$ cat config.mk
export PLATFORM = sky130hd
export DESIGN_NAME = microcode_sequencer
export DESIGN_NICKNAME = d
export VERILOG_FILES = /design/src/rtl/microcode_sequencer.sv
export SDC_FILE = /design/constraint.sdc
export NUM_CORES = 1
export LEC_CHECK = 0
export CAP_MARGIN = 20
export CORE_UTILIZATION = 36
export CTS_CLUSTER_DIAMETER = 40
export DETAILED_ROUTE_END_ITERATION = 7
export GPL_TIMING_DRIVEN = 1
export PLACE_DENSITY_LB_ADDON = 0.12
export SLEW_MARGIN = 20
export SYNTH_ARGS = -nofsm -noshare
export SYNTH_HDL_FRONTEND = slang
export SYNTH_SLANG_ARGS = --single-unit
$ cat constraint.sdc
create_clock -name i_nclk -period 2.1 [get_ports i_nclk]
set_input_delay 0.21 -clock i_nclk [delete_from_list [all_inputs] [get_ports i_nclk]]
set_output_delay 0.21 -clock i_nclk [all_outputs]
set_load 0.01 [all_outputs]
$ cat src/rtl/microcode_sequencer.sv
`default_nettype none
// +--------------------------------------------------------------------------+
// | microcode_sequencer: microstep sequencer forming decode-ROM addresses    |
// | and gating the ROM control word. Optional macro: SEQ_SINGLE_STEP_EN.     |
// | Revision: 1.0                                                            |
// +--------------------------------------------------------------------------+
module microcode_sequencer #(
  parameter int STEP_W     = 4,
  parameter int INSTR_W    = 8,
  parameter int FLAG_W     = 4,
  parameter int CTRL_W     = 24,
  parameter int FINISH_BIT = 20,
  parameter logic [CTRL_W-1:0] CTRL_IDLE = {CTRL_W{1'b1}},
  parameter int CNT_W      = 16
) (
  input  logic                              i_nclk,
  input  logic                              i_nreset,
  input  logic [INSTR_W-1:0]                i_instrCode,
  input  logic [FLAG_W-1:0]                 i_flags,
  input  logic                              i_halt,
  output logic [FLAG_W+INSTR_W+STEP_W-1:0]  o_decodeAddr,
  input  logic [CTRL_W-1:0]                 i_decodeData,
  output logic [CTRL_W-1:0]                 o_ctrl,
  output logic [INSTR_W-1:0]                o_instr,
  output logic [STEP_W-1:0]                 o_step,
  output logic                              o_instrFinished,
  output logic                              o_fault,
`ifdef SEQ_SINGLE_STEP_EN
  input  logic                              i_stepMode,
  input  logic                              i_stepReq,
`endif
  output logic [CNT_W-1:0]                  o_instrCount
);

  localparam logic [STEP_W-1:0] MAX_STEP = {STEP_W{1'b1}};

  typedef enum logic [0:0] {
    S_RUN   = 1'b0,
    S_FAULT = 1'b1
  } state_t;

  state_t             state_q;
  logic [STEP_W-1:0]  step_q;
  logic [INSTR_W-1:0] instr_q;
  logic [FLAG_W-1:0]  flags_q;
  logic [CNT_W-1:0]   count_q;
  logic               fault_q;
  logic               advance;
  logic               fin;
  logic               gate;

  // Halt is not a stored state: it is simply RUN with advance suppressed.
`ifdef SEQ_SINGLE_STEP_EN
  assign advance = ~i_halt & (state_q == S_RUN) & (~i_stepMode | i_stepReq);
`else
  assign advance = ~i_halt & (state_q == S_RUN);
`endif

  assign fin  = ~i_decodeData[FINISH_BIT];
  assign gate = (state_q == S_RUN) & ~i_halt & i_nreset;

  assign o_instrFinished = advance & fin;
  assign o_ctrl          = gate ? i_decodeData : CTRL_IDLE;
  assign o_decodeAddr    = {flags_q, instr_q, step_q};
  assign o_instr         = instr_q;
  assign o_step          = step_q;
  assign o_fault         = fault_q;
  assign o_instrCount    = count_q;

  always_ff @(posedge i_nclk) begin
    if (!i_nreset) begin
      state_q <= S_RUN;
      step_q  <= '0;
      instr_q <= '0;
      flags_q <= '0;
      count_q <= '0;
      fault_q <= 1'b0;
    end else if (advance) begin
      if (fin) begin
        step_q  <= '0;
        flags_q <= '0;
        instr_q <= i_instrCode;
        count_q <= count_q + 1'b1;
      end else if (step_q != MAX_STEP) begin
        step_q  <= step_q + 1'b1;
        flags_q <= i_flags;
        instr_q <= i_instrCode;
      end else begin
        // Running off the end of the microstep space is a ROM bug; freeze until reset.
        state_q <= S_FAULT;
        fault_q <= 1'b1;
      end
    end
  end

endmodule
`default_nettype wire

==> metrics.cfg, run 1 <==
[run_status]
status = finished, final reports clean

[place]
place_area_mm2 = 0.00270
gp_congestion = 0.741
port_buffers = 108
place_inst = 351
place_hpwl_um = 3280
dp_slack_ns = 0.103

[pwr]
switching_power_mw = 0.315
p_per_area_mw_per_mm2 = 496
switching_share_pct = 22.8
clockPowerShare_pct = 33.7
p_int_mw = 1.07
ir_drop_uv = 459
seq_power_share_pct = 47.3
p_leak_nw = 1.00
p_comb_share_pct = 19.0

[floorplanning]
core_mm2 = 0.00435
die_w_um = 69.2
die_area_mm2 = 0.00479
rows = 24
dieHeight_um = 69.2
initial_core_util_pct = 37.4
num_io_pins = 109

[worst_setup_path]
crit_family = buffers and inverters
slowest_delay_ns = 0.54
cp-end-kind = output pin
cp_num_buf_inv = 3
critPathMostFrequentCell = clkdlybuf4s50_1
worst_path_max_delay_cell = clkdlybuf4s50_1
worstPathArrival_ns = 1.72
rrSetupSlack_ns = 0.23
worst_ep_required_time_ns = 1.89
cp_max_fo = 5
cp-start-kind = primary input
path_cells = clkdlybuf4s50_1, or3_1, clkinv_1, clkdlybuf4s50_1
critPathKind = primary input to output pin

[timing]
tightestPinTransition_ns = 0.669
fin_setup_tns_ns = 0
drv_slew = 0
clock_skew_ns = 0.00483
layout_min_cycle_time_ns = 1.93
rsz0062_at_grt = no
setup_viol = 0
timing.hold.ws_ns = 0.460
clock.fmax_ghz = 0.517
fin_crit_sh_pct = 92.1
final_hold_viol_count = 0
relSlewSlack_pct = 55.4
layout_setup_ws_ns = 0.167

[grt]
grt_max_degree = 31
grt_pass1_wl_um = 7260
grt_overflow = 0
antenna_found_initial = 0
grt_pass1_vias = 1551
grt.total_usage_pct = 18.7

[finish]
drive_above_1_share_pct = 4.90
final_cells = 358
insertedDiodeCount = 0
area_growth_pct = 71.3
final_cell_area_mm2 = 0.00279
final_nets = 347

[routing]
drtPass1Iterations = 4
ant_nets = 0
route.vias.total = 1658
post_drt_via_cell_ratio = 4.63
drt_iter0_markers = 38
routed_wirelength_um = 4370
wl_per_cell_um = 12.2
remaining_drc_errors = 0

[yosys]
synth.avg_cell_area_um2 = 7.90
yosysSeqAreaShare_pct = 40.6
synthCells = 206
yosys_register_bits = 33
synthTopCellsByArea = dfxtp_1, nand2b_1, nand2_1
yosysWarnings = 0
synth_top_cell_area_share_pct = 40.6
yosysTopAreaCell = dfxtp_1
syn-cell-area_mm2 = 0.00163
synth.distinct_cells = 25
syn_nets = 247

[clocking]
clock_latency_ns = 0.28
post_cts_resized = 0
clockBufferDepth = 2
htreeDepth = 2
clock-sinks = 33
holdBufCountCts = 0
cts_tree = yes
post-cts-setup-buffers = 0
cts_root_buf = clkbuf_8
numCtsBuffers = 5
clkTransAtPathRegs_ns = 0.06

[flow_run]
cap_viol_max_count = 0

[min_path]
min_path_type = flop to flop

==> path summary, 6_finish.rpt <==
| kind | startpoint | end | depth (start not counted) |
|---|---|---|---|
| setup / recovery | i_halt | o_instrFinished | 4 |
| hold / removal | flags_q[0] | flags_q[0] | 2 |
| setup reg to reg | o_instrCount[0] | o_instrCount[12] | 5 |
| hold reg to reg | flags_q[0] | flags_q[0] | 2 |
==> tightest hold or removal path, stage by stage (launching register included) <==
cell,delay [ns]
dfxtp_1,0.31
nand2_1,0.05
a21oi_1,0.05
==> Yosys cell counts (all sizes together) <==
| master | count |
|---|---|
| nor4 | 4 |
| o21ai | 2 |
| or3 | 2 |
| xnor2 | 8 |
| clkinv | 1 |
| nand4 | 6 |
| inv | 3 |
| nand2b | 26 |
| ha | 2 |
| nand2 | 34 |
| nor2 | 18 |
| and2 | 1 |
| buf | 14 |
| nand3b | 1 |
| a21oi | 17 |
| clkbuf | 8 |
| or4b | 1 |
| and3 | 1 |
| a211oi | 1 |
| nand3 | 10 |
| mux2i | 3 |
| dfxtp | 33 |
| xor2 | 4 |
| nor3 | 6 |
==> routing by layer <==
layer / track usage (%) / wire [um] / vias up / share of wire (%)
li1: - / - / 862 / -
met1: 21.9 / 1930 / 742 / 44
met2: 32.1 / 2180 / 52 / 50
met3: 6.54 / 240 / 2 / 5.5
met4: 4.76 / 18 / 0 / 0.41
met5: 0 / 0 / - / 0
==> cell families (layout without fill, tap and decap cells) <==
| kind of cell | after synthesis | after routing | synth area share (%) |
|---|---|---|---|
| xor+xnor | 12 | 12 | 6.46 |
| compound gates | 20 | 20 | 6.30 |
| buf+inv | 26 | 126 | 9.68 |
| mux | 3 | 3 | 1.84 |
| fa+ha+maj | 2 | 2 | 1.54 |
| flops | 33 | 33 | 40.6 |
| simple gates | 110 | 110 | 33.6 |
==> registers in the layout (all words and copies together) (netlist names) <==
register      cells
o_step            4
o_fault           1
o_instrCount     16
o_instr           8
flags_q           4
==> metrics by stage <==
stage | utilization, % | total power [mW]
2_1_floorplan | - | 0.768
3_3_place_gp | 62.0 | 0.931
3_5_place_dp | 62.0 | 0.933
4_1_cts | 64.0 | 1.40
5_1_grt | 64.0 | 1.45
6_report | 64.0 | 1.38
==> cell usage in the layout (no fill, tap or decap), drive strengths merged, types with 3 or more instances in the layout <==
| cell | count |
|---|---|
| nand2b | 26 |
| nand3 | 10 |
| a21oi | 17 |
| mux2i | 3 |
| clkdlybuf4s50 | 108 |
| nor4 | 4 |
| buf | 7 |
| nand2 | 34 |
| xor2 | 4 |
| inv | 3 |
| nand4 | 6 |
| clkbuf | 7 |
| nor3 | 6 |
| dfxtp | 33 |
| xnor2 | 8 |
| nor2 | 18 |
==> power groups by stage <==
stage | clock network [mW] | registers, mW | logic (mW)
after floorplan | 0 | 0.674 | 0.0940
after global placement | 0 | 0.668 | 0.263
after detailed placement | 0 | 0.669 | 0.265
after CTS | 0.483 | 0.655 | 0.266
after global routing | 0.513 | 0.657 | 0.283
final | 0.466 | 0.655 | 0.263
==> layout make-up <==
class,instances,area [um^2]
clock buffer,7,86.3
fill,398,1570
inverter,4,15.0
multi-input combinational,147,815
sequential,33,661
tap,52,65.1
timing repair buffer,115,1150
Note: power is estimated with default switching activity, not from simulation.
==> inputs of run 2 (changes only) <==
--- a/config.mk
+++ b/config.mk
@@ -7,7 +7,6 @@
 export LEC_CHECK = 0
 export CAP_MARGIN = 20
 export CORE_UTILIZATION = 36
-export CTS_CLUSTER_DIAMETER = 40
 export DETAILED_ROUTE_END_ITERATION = 7
 export GPL_TIMING_DRIVEN = 1
 export PLACE_DENSITY_LB_ADDON = 0.12
==> results of run 2 <==
Final layout, timing and power as in run 1 (identical DEF).
==> inputs of run 3 (changes only) <==
--- a/config.mk
+++ b/config.mk
@@ -5,7 +5,9 @@
 export SDC_FILE = /design/constraint.sdc
 export NUM_CORES = 1
 export LEC_CHECK = 0
+export ABC_CLOCK_PERIOD_IN_PS = 2100
 export CAP_MARGIN = 20
+export CORE_ASPECT_RATIO = 0.75
 export CORE_UTILIZATION = 36
 export DETAILED_ROUTE_END_ITERATION = 7
 export GPL_TIMING_DRIVEN = 1
==> metrics.cfg, run 3 (synthesis gave the netlist of run 1 again) <==
[run_status]
status = finished, final reports clean

[routing]
route.vias.total = 1731  ; +4.4%
drtPass1Iterations = 4  ; unchanged
remaining_drc_errors = 0  ; unchanged
post_drt_via_cell_ratio = 4.77  ; +3.0%
ant_nets = 0  ; unchanged
wl_per_cell_um = 12.8  ; +5.2%
routed_wirelength_um = 4660  ; +6.7%
drt_iter0_markers = 40  ; +5.3%

[timing]
timing.hold.ws_ns = 0.458  ; -0.00182 ns
fin_setup_tns_ns = 0  ; unchanged
layout_min_cycle_time_ns = 1.95  ; +0.0193 ns
clock.fmax_ghz = 0.512  ; -0.99%
drv_slew = 0  ; unchanged
rsz0062_at_grt = no
fin_crit_sh_pct = 93.0  ; +0.92 points
relSlewSlack_pct = 56.0  ; +0.62 points
tightestPinTransition_ns = 0.659  ; -0.00932 ns
final_hold_viol_count = 0  ; unchanged
clock_skew_ns = 0.00661  ; +0.00177 ns
setup_viol = 0  ; unchanged

[clocking]
post-cts-setup-buffers = 0  ; unchanged
clockBufferDepth = 2  ; unchanged
clkTransAtPathRegs_ns = 0.07  ; about the same
clock-sinks = 33  ; unchanged
htreeDepth = 2  ; unchanged
cts_root_buf = clkbuf_8
clock_latency_ns = 0.28  ; about the same
numCtsBuffers = 5  ; unchanged
holdBufCountCts = 0  ; unchanged
cts_tree = yes
post_cts_resized = 0  ; unchanged

[floorplanning]
dieHeight_um = 60.2  ; -13%
die_area_mm2 = 0.00480  ; about the same
die_w_um = 79.6  ; +15%
core_mm2 = 0.00418  ; -4.0%
rows = 20  ; -17%
num_io_pins = 109  ; unchanged
initial_core_util_pct = 39.0  ; +1.6 points

[grt]
grt.total_usage_pct = 20.3  ; +1.7 points
grt_pass1_vias = 1603  ; +3.4%
antenna_found_initial = 0  ; unchanged
grt_pass1_wl_um = 7310  ; +0.68%
grt_max_degree = 31  ; unchanged
grt_overflow = 0  ; unchanged

[finish]
final_nets = 348  ; +0.29%
num-fill-cells = 351  ; -12%
drive_above_1_share_pct = 5.52  ; +0.62 points
layout_common_cells = clkdlybuf4s50_1, nand2_1, dfxtp_1
final_common_cell = clkdlybuf4s50_1
area.sequential_um2 = 661  ; unchanged
fin_util_pct = 67.7  ; +3.7 points
largest_reg_flops = 16  ; unchanged
multi_input_area_um2 = 815  ; unchanged
insertedDiodeCount = 0  ; unchanged
area_growth_pct = 73.8

[worst_setup_path]
critPathKind = flop to output pin
crit_start = o_fault
cp-start-kind = flop
worst_ep_required_time_ns = 1.89  ; about the same
rr_startpoint = o_instrCount[1]
worstPathArrival_ns = 1.74  ; +0.02 ns
cp-end-kind = output pin
cp_max_fo = 6  ; +1

[place]
gp_congestion = 0.799  ; +7.7%
place_hpwl_um = 3550  ; +8.2%
port_buffers = 108  ; unchanged

[pwr]
ir_drop_uv = 312  ; -32%
power_mw = 1.55  ; +12%
p_per_area_mw_per_mm2 = 547  ; +10%
p_leak_nw = 1.02  ; +1.9%

[flow_run]
cap_viol_max_count = 0  ; unchanged

[min_path]
min_path_type = flop to flop
min_from = flags_q[1]

run 3: cell count changes in the layout (fill, tap and decap cells not counted):
cell | before | now
bufinv_16 | 0 | 1
buf_4 | 6 | 7
run 3: final cells by class:
cell class / count / share of cell area (%)
Clock buffer: 7 / 3.05
Inverter: 4 / 0.531
Timing Repair Buffer: 116 / 40.8
Sequential cell: 33 / 23.4
Multi-Input combinational cell: 147 / 28.8
Tap cell: 55 / 2.43
Clock inverter: 1 / 1.06
run 3: final timing paths:
check	endpoint	slack (ns)	cells after the start
setup / recovery	o_instrFinished	0.15	3
hold / removal	flags_q[1]	0.46	2
setup reg to reg	o_instrCount[12]	0.25	5
hold reg to reg	flags_q[1]	0.46	2
run 3: power breakdown:
group          switching, mW  leakage, nW  internal [mW]
logic                  0.101        0.698          0.169
clock network          0.237       0.0585          0.387
registers             0.0120        0.268          0.641
run 3: stage by stage:
stage | setup WS (ns) | cells | instance area, um^2
3_3_place_gp | 0.0586 | 355 | 2710
2_1_floorplan | 0.272 | 206 | 1630
4_1_cts | 0.123 | 363 | 2830
6_report | 0.147 | 363 | 2830
3_5_place_dp | 0.112 | 355 | 2710
5_1_grt | 0.0619 | 363 | 2830
run 3: routing by layer:
| metal | GRT usage (%) | share of wire [%] | vias up |
|---|---|---|---|
| met4 | 7.01 | 1.1 | 0 |
| met2 | 33.6 | 48 | 73 |
| met1 | 24.5 | 42 | 788 |
| li1 | - | - | 865 |
| met5 | 0 | 0 | - |
| met3 | 7.33 | 8.7 | 5 |
run 3: critical path: stages (launching register included):
cell             delay [ns]
dfxtp_1                0.37
or3_1                  0.42
clkinv_1               0.11
clkdlybuf4s50_1        0.56
